==> src/rtl/cordic_pkg.sv <==
// Shared constants and types for the pipelined sine/cosine CORDIC.
// The arctangent, gain and pi constants are stored at 2^-30 resolution.
// They are rounded to the fractional width FRAC of the instantiating pipeline.
// Contents:
//   fold_flags_t   side-band record (neg, err, valid) carried down the pipe
//   atan_q(i,frac) atan(2^-i) scaled by 2^frac, rounded, i = 0..31
//   k_q / pi_q / half_pi_q  CORDIC gain compensation, pi and pi/2 at 2^frac
package cordic_pkg;

  localparam int TABLE_FRAC = 30;

  typedef struct packed {
    logic neg;
    logic err;
    logic valid;
  } fold_flags_t;

  // Rescales a 2^-30 constant to 2^-frac, rounding half up.
  function automatic longint round_shift(input longint v, input int frac);
    if (frac >= TABLE_FRAC)
      return v <<< (frac - TABLE_FRAC);
    return (v + (longint'(1) <<< (TABLE_FRAC - frac - 1))) >>> (TABLE_FRAC - frac);
  endfunction

  // Beyond i = 9 the cubic term of atan(x) is below half an LSB at 2^-30,
  // so atan(2^-i) is simply 2^(30-i).
  function automatic longint atan_raw(input int i);
    case (i)
      0: return 64'sh3243F6A8;
      1: return 64'sh1DAC6705;
      2: return 64'sh0FADBAFC;
      3: return 64'sh07F56EA6;
      4: return 64'sh03FEAB76;
      5: return 64'sh01FFD55B;
      6: return 64'sh00FFFAAA;
      7: return 64'sh007FFF55;
      8: return 64'sh003FFFEA;
      9: return 64'sh001FFFFD;
      default: return (i <= 30) ? (longint'(1) <<< (30 - i)) : longint'(0);
    endcase
  endfunction

  function automatic longint atan_q(input int i, input int frac);
    return round_shift(atan_raw(i), frac);
  endfunction

  function automatic longint k_q(input int frac);
    return round_shift(64'sd652032874, frac);
  endfunction

  function automatic longint pi_q(input int frac);
    return round_shift(64'sd3373259426, frac);
  endfunction

  function automatic longint half_pi_q(input int frac);
    return round_shift(64'sd1686629713, frac);
  endfunction

endpackage

==> src/rtl/cordic_sincos_pipe_if.sv <==
// Sample-stream interface between the angle source, the CORDIC pipeline
// and the downstream consumer.
//   in_valid, angle_in              : angle source -> pipeline
//   out_valid, sin_out, cos_out,
//   range_err                       : pipeline -> consumer
// master modport belongs to the source/consumer side and slave modport to the pipeline.
interface cordic_sincos_pipe_if #(
  parameter int WIDTH = 22
);
  logic                    in_valid;
  logic signed [WIDTH-1:0] angle_in;
  logic                    out_valid;
  logic signed [WIDTH-1:0] sin_out;
  logic signed [WIDTH-1:0] cos_out;
  logic                    range_err;

  modport master (
    output in_valid, angle_in,
    input  out_valid, sin_out, cos_out, range_err
  );

  modport slave (
    input  in_valid, angle_in,
    output out_valid, sin_out, cos_out, range_err
  );
endinterface

==> src/rtl/cordic_stage.sv <==
// One registered CORDIC micro-rotation in rotation mode.
// The rotation direction comes from the sign of the residual angle z.
// Ports:
//   clk, reset (sync, active-high), enable (clock enable)
//   x_in/y_in/z_in   -> x_out/y_out/z_out  vector and residual angle
//   flags_in         -> flags_out          side-band, passed unchanged
module cordic_stage
  import cordic_pkg::*;
#(
  parameter int                          WIDTH_INT = 24,
  parameter int                          SHIFT     = 0,
  parameter logic signed [WIDTH_INT-1:0] ATAN_VAL  = '0
) (
  input  logic                        clk,
  input  logic                        reset,
  input  logic                        enable,
  input  logic signed [WIDTH_INT-1:0] x_in,
  input  logic signed [WIDTH_INT-1:0] y_in,
  input  logic signed [WIDTH_INT-1:0] z_in,
  input  fold_flags_t                 flags_in,
  output logic signed [WIDTH_INT-1:0] x_out,
  output logic signed [WIDTH_INT-1:0] y_out,
  output logic signed [WIDTH_INT-1:0] z_out,
  output fold_flags_t                 flags_out
);

  logic signed [WIDTH_INT-1:0] x_shift;
  logic signed [WIDTH_INT-1:0] y_shift;

  assign x_shift = x_in >>> SHIFT;
  assign y_shift = y_in >>> SHIFT;

  // z >= 0 rotates counter-clockwise (d = +1); negative z rotates back.
  always_ff @(posedge clk) begin
    if (reset) begin
      x_out     <= '0;
      y_out     <= '0;
      z_out     <= '0;
      flags_out <= '0;
    end else if (enable) begin
      if (!z_in[WIDTH_INT-1]) begin
        x_out <= x_in - y_shift;
        y_out <= y_in + x_shift;
        z_out <= z_in - ATAN_VAL;
      end else begin
        x_out <= x_in + y_shift;
        y_out <= y_in - x_shift;
        z_out <= z_in + ATAN_VAL;
      end
      flags_out <= flags_in;
    end
  end

endmodule

==> src/rtl/cordic_sincos_pipe.sv <==
// Fully unrolled, pipelined CORDIC that produces sine and cosine of one
// angle per enabled clock. Angles in (pi/2, pi] or [-pi, -pi/2) are folded
// by pi into the convergent range, and the result is negated afterwards.
// The pipeline has one fold register, STAGES rotation registers and one output register.
// Ports:
//   clk, reset (sync, active-high), enable (global stall when low)
//   bus.in_valid, bus.angle_in            : input sample, Q(WIDTH-FRAC).FRAC radians
//   bus.out_valid, bus.sin_out, bus.cos_out, bus.range_err : result
module cordic_sincos_pipe
  import cordic_pkg::*;
#(
  parameter int WIDTH  = 22,
  parameter int FRAC   = 19,
  parameter int STAGES = 16
) (
  input logic                 clk,
  input logic                 reset,
  input logic                 enable,
  cordic_sincos_pipe_if.slave bus
);

  // Two guard bits keep the folded angle and the CORDIC growth from wrapping.
  localparam int WI = WIDTH + 2;

  localparam logic signed [WI-1:0] K_I       = WI'(k_q(FRAC));
  localparam logic signed [WI-1:0] PI_I      = WI'(pi_q(FRAC));
  localparam logic signed [WI-1:0] HALF_PI_I = WI'(half_pi_q(FRAC));
  localparam logic signed [WI-1:0] SAT_MAX   = {3'b000, {(WIDTH-1){1'b1}}};
  localparam logic signed [WI-1:0] SAT_MIN   = {3'b111, {(WIDTH-1){1'b0}}};

  logic signed [WI-1:0] x_pipe [0:STAGES];
  logic signed [WI-1:0] y_pipe [0:STAGES];
  logic signed [WI-1:0] z_pipe [0:STAGES];
  fold_flags_t          flags_pipe [0:STAGES];

  logic signed [WI-1:0] x0, y0, z0;
  fold_flags_t          flags0;
  logic signed [WI-1:0] angle_ext;
  logic signed [WI-1:0] x_fin, y_fin;

  assign angle_ext = {{2{bus.angle_in[WIDTH-1]}}, bus.angle_in};

  // Fold register: reflect angles outside +/-pi/2 through pi and remember to
  // negate the result. Exactly +/-pi takes the fold branch and is not an error.
  always_ff @(posedge clk) begin
    if (reset) begin
      x0     <= '0;
      y0     <= '0;
      z0     <= '0;
      flags0 <= '0;
    end else if (enable) begin
      x0 <= K_I;
      y0 <= '0;
      if (angle_ext > HALF_PI_I) begin
        z0         <= angle_ext - PI_I;
        flags0.neg <= 1'b1;
      end else if (angle_ext < -HALF_PI_I) begin
        z0         <= angle_ext + PI_I;
        flags0.neg <= 1'b1;
      end else begin
        z0         <= angle_ext;
        flags0.neg <= 1'b0;
      end
      flags0.err   <= (angle_ext > PI_I) || (angle_ext < -PI_I);
      flags0.valid <= bus.in_valid;
    end
  end

  assign x_pipe[0]     = x0;
  assign y_pipe[0]     = y0;
  assign z_pipe[0]     = z0;
  assign flags_pipe[0] = flags0;

  for (genvar i = 0; i < STAGES; i++) begin : g_stage
    cordic_stage #(
      .WIDTH_INT (WI),
      .SHIFT     (i),
      .ATAN_VAL  (WI'(atan_q(i, FRAC)))
    ) u_stage (
      .clk       (clk),
      .reset     (reset),
      .enable    (enable),
      .x_in      (x_pipe[i]),
      .y_in      (y_pipe[i]),
      .z_in      (z_pipe[i]),
      .flags_in  (flags_pipe[i]),
      .x_out     (x_pipe[i+1]),
      .y_out     (y_pipe[i+1]),
      .z_out     (z_pipe[i+1]),
      .flags_out (flags_pipe[i+1])
    );
  end

  // Undo the fold: rotating by pi negates both components.
  always_comb begin
    x_fin = x_pipe[STAGES];
    y_fin = y_pipe[STAGES];
    if (flags_pipe[STAGES].neg) begin
      x_fin = -x_pipe[STAGES];
      y_fin = -y_pipe[STAGES];
    end
  end

  function automatic logic [WIDTH-1:0] saturate(input logic signed [WI-1:0] v);
    logic [WIDTH-1:0] r;
    if (v > SAT_MAX)
      r = SAT_MAX[WIDTH-1:0];
    else if (v < SAT_MIN)
      r = SAT_MIN[WIDTH-1:0];
    else
      r = v[WIDTH-1:0];
    return r;
  endfunction

  // The output register aligns the data with out_valid and range_err.
  always_ff @(posedge clk) begin
    if (reset) begin
      bus.out_valid <= 1'b0;
      bus.range_err <= 1'b0;
      bus.cos_out   <= '0;
      bus.sin_out   <= '0;
    end else if (enable) begin
      bus.out_valid <= flags_pipe[STAGES].valid;
      bus.range_err <= flags_pipe[STAGES].err;
      bus.cos_out   <= saturate(x_fin);
      bus.sin_out   <= saturate(y_fin);
    end
  end

endmodule
==> src/flat_wrapper.sv <==
// flat-port wrapper written by rule: the top's interface ports become plain ports
module cordic_sincos_pipe_flat import cordic_pkg::*;
#(
  parameter int WIDTH  = 22,
  parameter int FRAC   = 19,
  parameter int STAGES = 16
)
  (clk, reset, enable, bus_in_valid, bus_angle_in, bus_out_valid, bus_sin_out, bus_cos_out, bus_range_err);
  cordic_sincos_pipe_if #(.WIDTH(WIDTH)) bus_i ();
  input logic clk;
  input logic reset;
  input logic enable;
  input wire logic [$bits(bus_i.in_valid)-1:0] bus_in_valid;
  input wire logic [$bits(bus_i.angle_in)-1:0] bus_angle_in;
  output wire logic [$bits(bus_i.out_valid)-1:0] bus_out_valid;
  output wire logic [$bits(bus_i.sin_out)-1:0] bus_sin_out;
  output wire logic [$bits(bus_i.cos_out)-1:0] bus_cos_out;
  output wire logic [$bits(bus_i.range_err)-1:0] bus_range_err;
  assign bus_i.in_valid = bus_in_valid;
  assign bus_i.angle_in = bus_angle_in;
  assign bus_out_valid = bus_i.out_valid;
  assign bus_sin_out = bus_i.sin_out;
  assign bus_cos_out = bus_i.cos_out;
  assign bus_range_err = bus_i.range_err;
  cordic_sincos_pipe #(.WIDTH(WIDTH), .FRAC(FRAC), .STAGES(STAGES)) u_core (.clk(clk), .reset(reset), .enable(enable), .bus(bus_i));
endmodule
==> config.mk <==
export PLATFORM = sky130hd
export DESIGN_NAME = cordic_sincos_pipe_flat
export DESIGN_NICKNAME = d
export VERILOG_FILES = /design/src/rtl/cordic_pkg.sv /design/src/rtl/cordic_sincos_pipe_if.sv /design/src/rtl/cordic_stage.sv /design/src/rtl/cordic_sincos_pipe.sv /design/src/flat_wrapper.sv
export SDC_FILE = /design/constraint.sdc
export NUM_CORES = 2
export LEC_CHECK = 0
export BUFFER_PORTS_ARGS = -buffer_cell sky130_fd_sc_hd__buf_2
export CORE_UTILIZATION = 45
export CTS_BUF_LIST = sky130_fd_sc_hd__clkbuf_8
export CTS_CLUSTER_SIZE = 8
export DETAILED_ROUTE_END_ITERATION = 16
export PLACE_DENSITY = 0.68
export SETUP_SLACK_MARGIN = 0.5
export SYNTH_ARGS = -nofsm -noshare
export SYNTH_HDL_FRONTEND = slang
export SYNTH_SLANG_ARGS = --single-unit
export TNS_END_PERCENT = 30
==> constraint.sdc <==
create_clock -name clk -period 11.3 [get_ports clk]
set_input_delay 1.695 -clock clk [delete_from_list [all_inputs] [get_ports clk]]
set_output_delay 1.695 -clock clk [all_outputs]
set_load 0.02 [all_outputs]
# Word level (Yosys, flattened, before mapping)

Cells that the tools add are included.

Register bits after elaboration: 1,227
Input port bits: 26

$add $sub $neg: 95
Magnitude comparators: 8
Multiplexer cells: 56
Reduce and logical (&&, ||, !) cells: 1

Operator list:

| operator                 | count |
|---|---|
| $mux W24                 | 50 |
| $mux W22                 | 4 |
| $add A24 B19 Y24         | 3 |
| $sub A24 B19 Y24         | 3 |
| $add A24 B10 Y24         | 2 |
| $add A24 B11 Y24         | 2 |
| $add A24 B12 Y24         | 2 |
| $add A24 B13 Y24         | 2 |
| $add A24 B14 Y24         | 2 |
| $add A24 B14 Y24 const B | 2 |
| $add A24 B15 Y24         | 2 |
| $add A24 B16 Y24         | 2 |
| $add A24 B17 Y24         | 2 |
| $add A24 B18 Y24         | 2 |
| $add A24 B20 Y24         | 2 |
| $add A24 B21 Y24         | 2 |
| $add A24 B22 Y24         | 2 |
| $add A24 B9 Y24          | 2 |
| $gt A24 B22 Y1 const B   | 2 |
| $lt A24 B22 Y1 const B   | 2 |
| $neg A24 Y24             | 2 |
| $sub A24 B10 Y24         | 2 |
| $sub A24 B11 Y24         | 2 |
| $sub A24 B12 Y24         | 2 |
| 48 further kinds         | 60 |

# Longest topological paths before layout

Word-level depth: 5
Gate-level depth with buffers: 20

# Modules after synthesis

From an unflattened synthesis, not the netlist that was laid out.

Cells, all modules: 14,063
Area, all modules: 111,478.2 µm²

Modules (own cells, without submodules):

| module                                    | times used | cells an instance | area an instance (µm²) |
|---|---|---|---|
| cordic_stage (u_core.g_stage[0].u_stage)  | 1          | 1,042             | 7,763.7 |
| cordic_stage (u_core.g_stage[1].u_stage)  | 1          | 915               | 7,165.6 |
| cordic_stage (u_core.g_stage[3].u_stage)  | 1          | 904               | 7,006.7 |
| cordic_stage (u_core.g_stage[2].u_stage)  | 1          | 892               | 6,927.9 |
| cordic_stage (u_core.g_stage[5].u_stage)  | 1          | 886               | 6,891.6 |
| cordic_stage (u_core.g_stage[4].u_stage)  | 1          | 848               | 6,824.0 |
| cordic_stage (u_core.g_stage[6].u_stage)  | 1          | 855               | 6,760.2 |
| cordic_stage (u_core.g_stage[12].u_stage) | 1          | 819               | 6,476.2 |
| cordic_stage (u_core.g_stage[10].u_stage) | 1          | 789               | 6,384.9 |
| cordic_stage (u_core.g_stage[11].u_stage) | 1          | 780               | 6,359.8 |
| cordic_stage (u_core.g_stage[7].u_stage)  | 1          | 785               | 6,347.3 |
| cordic_stage (u_core.g_stage[14].u_stage) | 1          | 791               | 6,334.8 |
| cordic_stage (u_core.g_stage[9].u_stage)  | 1          | 784               | 6,307.3 |
| cordic_stage (u_core.g_stage[8].u_stage)  | 1          | 772               | 6,294.8 |
| 3 more rows                               | --         | --                | -- |

# Worst setup path after synthesis

No wires, ideal clock.

Kind: input-to-reg
From: input port bus_angle_in[9]
To: register u_core.z0[19]
Setup time: 0.128 ns
Arrival time: 4.181 ns
Setup slack: 6.991 ns
Cell stages on the path: 13
Path through: clkbuf_1 or3_1 a311o_1 a211o_1 a211o_1 a31o_2 nand2b_1 buf_2 buf_2 o22ai_1 xnor2_1 mux2i_1 nor2_1

Cells in the longest elaborated chain, start to end: 3
Elaborated cells on any way between the ends: 6

Ends and longest elaborated chain:

| item                                               | RTL line                                           | RTL |
|---|---|---|
| start: declaration                                 | flat_wrapper.sv:14                                 | `input wire logic [$bits(bus_i.angle_in)-1:0] bus_angle_in;` |
| $add A22 B22 Y23 or $lt A22 B21 Y1 (tied branches) | cordic_sincos_pipe.sv:58, cordic_sincos_pipe.sv:57 |  |
| $mux W24                                           | cordic_sincos_pipe.sv:57                           | `end else if (angle_ext < -HALF_PI_I) begin` |
| $mux W24 (*)                                       | cordic_sincos_pipe.sv:54                           | `if (angle_ext > HALF_PI_I) begin` |
| end signal: assignment                             | cordic_sincos_pipe.sv:55                           | `z0 <= angle_ext - PI_I;` |
| end signal: assignment                             | cordic_sincos_pipe.sv:58                           | `z0 <= angle_ext + PI_I;` |
| end signal: assignment                             | cordic_sincos_pipe.sv:61                           | `z0 <= angle_ext;` |
| end: declaration                                   | cordic_sincos_pipe.sv:36                           | `logic signed [WI-1:0] x0, y0, z0;` |

Every way passes the cells marked *; elsewhere a longest branch is shown, timed or not.
A chain may end at the register's enable or synchronous reset.

# Worst setup path after layout

From: register u_core.g_stage[1].u_stage.z_out[23]
To: register u_core.g_stage[2].u_stage.y_out[23]

Cells in the longest elaborated chain, start to end: 1

Ends and longest elaborated chain:

| item                     | RTL line           | RTL |
|---|---|---|
| start: declaration       | cordic_stage.sv:23 | `output logic signed [WIDTH_INT-1:0] z_out,` |
| start signal: assignment | cordic_stage.sv:44 | `z_out <= z_in - ATAN_VAL;` |
| start signal: assignment | cordic_stage.sv:48 | `z_out <= z_in + ATAN_VAL;` |
| $mux W24                 | cordic_stage.sv:41 | `if (!z_in[WIDTH_INT-1]) begin` |
| end signal: assignment   | cordic_stage.sv:43 | `y_out <= y_in + x_shift;` |
| end signal: assignment   | cordic_stage.sv:47 | `y_out <= y_in - x_shift;` |
| end: declaration         | cordic_stage.sv:22 | `output logic signed [WIDTH_INT-1:0] y_out,` |

No other way between the ends.

==> metrics.txt <==
# TYPE chip_impl_metric gauge
chip_impl_metric{name="yosys_register_bits",unit=""} 1140
chip_impl_metric{name="gp_congestion",unit=""} 0.946
chip_impl_info{name="worst_case_hold_path_end_point",value="u_core.bus.sin_out[0]"} 1
chip_impl_metric{name="r2r_cells",unit=""} 15
chip_impl_metric{name="worstHoldPathCells",unit=""} 2
chip_impl_metric{name="routed_wl",unit="µm"} 264000
chip_impl_metric{name="routed-via-count",unit=""} 82800
chip_impl_metric{name="synth_area",unit="µm²"} 92100
chip_impl_metric{name="worst_hold_slack",unit="ps"} 450
chip_impl_metric{name="measured_slew_at_the_worst_slew_check_pin",unit="ps"} 1200
chip_impl_metric{name="synth_edf_count",unit=""} 0
chip_impl_metric{name="crit_required",unit="ps"} 12190
chip_impl_metric{name="via_count_of_the_first_global_routing_pass",unit=""} 78500
chip_impl_info{name="endpoint_kind",value="flop"} 1
chip_impl_metric{name="crit_arrival",unit="ps"} 6080
chip_impl_info{name="layout.cells.most_common",value="sky130_fd_sc_hd__nor2_1"} 1
chip_impl_metric{name="globalRouteOverflowTotal",unit=""} 0
chip_impl_metric{name="timing.final.crit_period",unit="ps"} 5190
chip_impl_metric{name="die_x",unit="µm"} 455
chip_impl_metric{name="slew_headroom",unit=""} 0.192
chip_impl_info{name="crit_path_start_kind",value="flop"} 1
chip_impl_metric{name="first_iter_violations",unit=""} 5623
chip_impl_metric{name="post_syn_nets",unit=""} 12600
chip_impl_metric{name="antenna_found_initial",unit=""} 2
chip_impl_metric{name="setup_tns",unit="ps"} 0
chip_impl_metric{name="final_util",unit=""} 0.489
chip_impl_metric{name="ys_types",unit=""} 88
chip_impl_metric{name="reg2reg_slack",unit="ps"} 6110
chip_impl_metric{name="grtUsageTotal",unit=""} 0.247
chip_impl_metric{name="post_layout_net_count",unit=""} 12500
chip_impl_metric{name="placement_rows",unit=""} 165
chip_impl_metric{name="clock.fmax",unit="GHz"} 0.193
chip_impl_info{name="timing.hold.worst.class",value="flop to flop"} 1
chip_impl_metric{name="detail_route.drc_violations",unit=""} 0
chip_impl_metric{name="grt_start_max_net_pins",unit=""} 165
chip_impl_info{name="min-delay-start",value="u_core.bus.sin_out[0]"} 1
chip_impl_metric{name="design.core.area",unit="µm²"} 203000
chip_impl_metric{name="wl_per_cell",unit="µm"} 18.6
chip_impl_metric{name="synthToLayoutAreaGrowth",unit="%"} 7.58
chip_impl_metric{name="place_inst",unit=""} 13800
chip_impl_info{name="final_cell_mix",value="sky130_fd_sc_hd__nor2_1, sky130_fd_sc_hd__dfxtp_1, sky130_fd_sc_hd__ha_1, sky130_fd_sc_hd__a21oi_1, sky130_fd_sc_hd__nand2_1"} 1
chip_impl_metric{name="antenna_violating_nets_post_route",unit=""} 0
chip_impl_metric{name="grt_pass1_wl",unit="µm"} 421000
chip_impl_metric{name="yosysSeqAreaShare",unit=""} 0.248
chip_impl_metric{name="final_max_slew_viol_count",unit=""} 0
chip_impl_info{name="run_status",value="completed"} 1
chip_impl_metric{name="final_layout_size_suffix_gt1_frac",unit=""} 0.0490
chip_impl_metric{name="final-hold-violation-count",unit=""} 0
chip_impl_metric{name="ys.warnings.count",unit=""} 0
chip_impl_metric{name="start_util",unit=""} 0.455
chip_impl_info{name="cts_tree",value="built"} 1
chip_impl_metric{name="cts-resized-gates",unit=""} 0
chip_impl_metric{name="die-area",unit="µm²"} 207000
chip_impl_metric{name="maximum_capacitance_violations",unit=""} 0
chip_impl_info{name="cpLargestDelayFamily",value="compound AO/OA/AOI/OAI gates"} 1
chip_impl_metric{name="tritoncts.num_buffers",unit=""} 200
chip_impl_info{name="cpMostUsedCell",value="sky130_fd_sc_hd__a21oi_1"} 1
chip_impl_metric{name="clock_tree.htree_level_count",unit=""} 4
chip_impl_metric{name="hpwlAfterDp",unit="µm"} 199000
chip_impl_metric{name="synth-async-reset-ratio",unit=""} 0
chip_impl_metric{name="ios",unit=""} 72
chip_impl_info{name="crit_chain",value="buf_4 > clkinv_1 > o21ai_0 > xor2_1 > ha_1 > and3_1 > o2111ai_1 > a21oi_1 > o41a_1 > and3_1 > o31ai_1 > nand2_1 > a21oi_1 > o21ai_0 > a21oi_1"} 1
chip_impl_metric{name="postSynthCellCount",unit=""} 11500
chip_impl_metric{name="cts-root-to-sink-buffers",unit=""} 3
chip_impl_metric{name="avgSynthCellArea",unit="µm²"} 8.03
chip_impl_info{name="ctsRootBufferMaster",value="sky130_fd_sc_hd__clkbuf_8"} 1
chip_impl_info{name="crit_path_top_delay_cell",value="sky130_fd_sc_hd__clkinv_1"} 1
chip_impl_metric{name="cts.repair_timing.setup_buffer_count",unit=""} 0
chip_impl_metric{name="clk-insertion-delay-late",unit="ps"} 1010
chip_impl_metric{name="critical_path_buf_inv_count",unit=""} 2
chip_impl_metric{name="fin_crit_sh",unit=""} 0.459
chip_impl_metric{name="buffer_ports.inserted",unit=""} 71
chip_impl_info{name="timing.rr.end",value="u_core.g_stage[2].u_stage.y_out[23]"} 1
chip_impl_metric{name="via_density_per_instance",unit=""} 5.83
chip_impl_metric{name="finalClockSkew",unit="ps"} 77.9
chip_impl_metric{name="crit_path_max_incr_delay",unit="ps"} 970
chip_impl_metric{name="clock-sinks",unit=""} 1140
chip_impl_info{name="unrepaired_setup_endpoints_after_global_routing",value="false"} 1
chip_impl_metric{name="critical_path.max_fanout",unit=""} 53
chip_impl_metric{name="cts.reportedPaths.clkPinSlew",unit="ps"} 60
chip_impl_metric{name="count_of_non_filler_cells_in_the_finished_layout",unit=""} 14200
chip_impl_info{name="r2r-start",value="u_core.g_stage[1].u_stage.z_out[23]"} 1
chip_impl_metric{name="post_cts_hold_buffer_count",unit=""} 0
chip_impl_info{name="path_class",value="flop to flop"} 1
chip_impl_metric{name="first_pass_iters",unit=""} 5
chip_impl_metric{name="setup_viol_count_final",unit=""} 0
chip_impl_info{name="synth_top_flop_cell",value="sky130_fd_sc_hd__dfxtp_1"} 1
chip_impl_metric{name="die_height",unit="µm"} 455
## routing by layer
| layer | share of wire | vias to the layer above | GRT usage |
|---|---|---|---|
| met5 | 0 | - | 0 |
| met4 | 0.037 | 0 | 0.0956 |
| met3 | 0.046 | 466 | 0.0279 |
| met2 | 0.45 | 1985 | 0.407 |
| met1 | 0.46 | 39400 | 0.330 |
| li1 | - | 41000 | - |
## stage by stage
step,cell area [µm²],setup WS (ps)
2_1_floorplan,92100,6990
5_1_grt,99100,5830
4_1_cts,99100,6210
3_5_place_dp,94700,5730
3_3_place_gp,94700,5800
6_report,99100,6110
## state kept, by name, indices dropped and copies added (netlist names)
signal and cells:
u_core.g_stage.u_stage.x_out 360, u_core.bus.sin_out 22, u_core.g_stage.u_stage.flags_out 48, u_core.g_stage.u_stage.z_out 297, u_core.bus.range_err 1, u_core.g_stage.u_stage.y_out 362, u_core.flags0 3, u_core.z0 23
u_core.x0 1, u_core.bus.cos_out 22, u_core.bus.out_valid 1
## layout make-up
type	instances	area [µm²]
Antenna cell	1	2.50
Clock buffer	252	3470
Clock inverter	118	945
Fill cell	19700	104000
Inverter	347	1310
Multi-Input combinational cell	9544	66400
Sequential cell	1140	22800
Tap cell	2672	3340
Timing Repair Buffer	130	868
## synth_stat cells, types with 21 or more instances
library cell | instances | area (µm²)
sky130_fd_sc_hd__a211o_1 | 21 | 184
sky130_fd_sc_hd__a211oi_1 | 198 | 1490
sky130_fd_sc_hd__a21boi_0 | 27 | 203
sky130_fd_sc_hd__a21o_1 | 415 | 3120
sky130_fd_sc_hd__a21oi_1 | 1027 | 5140
sky130_fd_sc_hd__a221o_1 | 28 | 280
sky130_fd_sc_hd__a221oi_1 | 24 | 210
sky130_fd_sc_hd__a311oi_1 | 27 | 236
sky130_fd_sc_hd__a31o_2 | 22 | 193
sky130_fd_sc_hd__a31oi_1 | 131 | 820
sky130_fd_sc_hd__a41oi_1 | 25 | 219
sky130_fd_sc_hd__and2_1 | 54 | 338
sky130_fd_sc_hd__and3_1 | 71 | 444
sky130_fd_sc_hd__and4_1 | 32 | 280
sky130_fd_sc_hd__buf_1 | 77 | 289
sky130_fd_sc_hd__clkbuf_1 | 350 | 1310
sky130_fd_sc_hd__dfxtp_1 | 1140 | 22800
sky130_fd_sc_hd__fa_1 | 42 | 841
sky130_fd_sc_hd__ha_1 | 1073 | 13400
sky130_fd_sc_hd__inv_1 | 341 | 1280
sky130_fd_sc_hd__mux2_2 | 42 | 473
sky130_fd_sc_hd__mux2i_1 | 514 | 5140
sky130_fd_sc_hd__nand2_1 | 825 | 3100
sky130_fd_sc_hd__nand2b_1 | 128 | 801
sky130_fd_sc_hd__nand3_1 | 172 | 861
sky130_fd_sc_hd__nand3b_1 | 22 | 165
sky130_fd_sc_hd__nand4_1 | 60 | 375
sky130_fd_sc_hd__nor2_1 | 1433 | 5380
sky130_fd_sc_hd__nor2b_1 | 113 | 707
sky130_fd_sc_hd__nor3_1 | 276 | 1380
sky130_fd_sc_hd__nor3b_1 | 23 | 173
sky130_fd_sc_hd__nor4_1 | 55 | 344
sky130_fd_sc_hd__o211ai_1 | 38 | 285
sky130_fd_sc_hd__o21a_1 | 147 | 1100
sky130_fd_sc_hd__o21ai_0 | 669 | 3350
sky130_fd_sc_hd__o21bai_1 | 117 | 878
sky130_fd_sc_hd__o22ai_1 | 40 | 250
sky130_fd_sc_hd__o31a_1 | 24 | 210
sky130_fd_sc_hd__o31ai_1 | 74 | 556
sky130_fd_sc_hd__o41ai_1 | 35 | 307
sky130_fd_sc_hd__or2_2 | 27 | 169
sky130_fd_sc_hd__or3_1 | 77 | 482
sky130_fd_sc_hd__or4_1 | 30 | 225
sky130_fd_sc_hd__xnor2_1 | 734 | 6430
sky130_fd_sc_hd__xor2_1 | 451 | 3950
## worst max path at each step
stage               cells past startpoint  slack [ps]                           startpoint                             endpoint
finish                                 15        6110  u_core.g_stage[1].u_stage.z_out[23]  u_core.g_stage[2].u_stage.y_out[23]
detailed placement                      6        5730                                reset   u_core.g_stage[7].u_stage.y_out[0]
global placement                        6        5800                                reset   u_core.g_stage[7].u_stage.x_out[0]
global route                           15        5830  u_core.g_stage[1].u_stage.z_out[23]  u_core.g_stage[2].u_stage.y_out[23]
CTS                                    15        6210  u_core.g_stage[1].u_stage.z_out[23]  u_core.g_stage[2].u_stage.y_out[23]
floorplan                              13        6990                      bus_angle_in[9]                        u_core.z0[19]
## tightest hold or removal path, delay by kind of cell, from the launching register on
| kind | cells | cell delay [ps] |
|---|---|---|
| DFF | 1 | 320 |
| AOI/OAI and AO/OA | 1 | 50 |
| and+or+nand+nor | 1 | 50 |
## cell families (layout without fill, tap and decap cells)
group	count (synthesis)	in the layout	synth area share
xor+xnor	1185	1185	0.113
buf+inv	786	847	0.0324
compound gates	3248	3248	0.222
other cells	0	1	0
fa+ha+maj	1115	1115	0.155
flops	1140	1140	0.248
mux	556	556	0.0610
simple gates	3440	3440	0.169
Power is left out: the tool's default activity adds up to more than one toggle a clock period on the data nets, which glitch-free logic cannot reach.
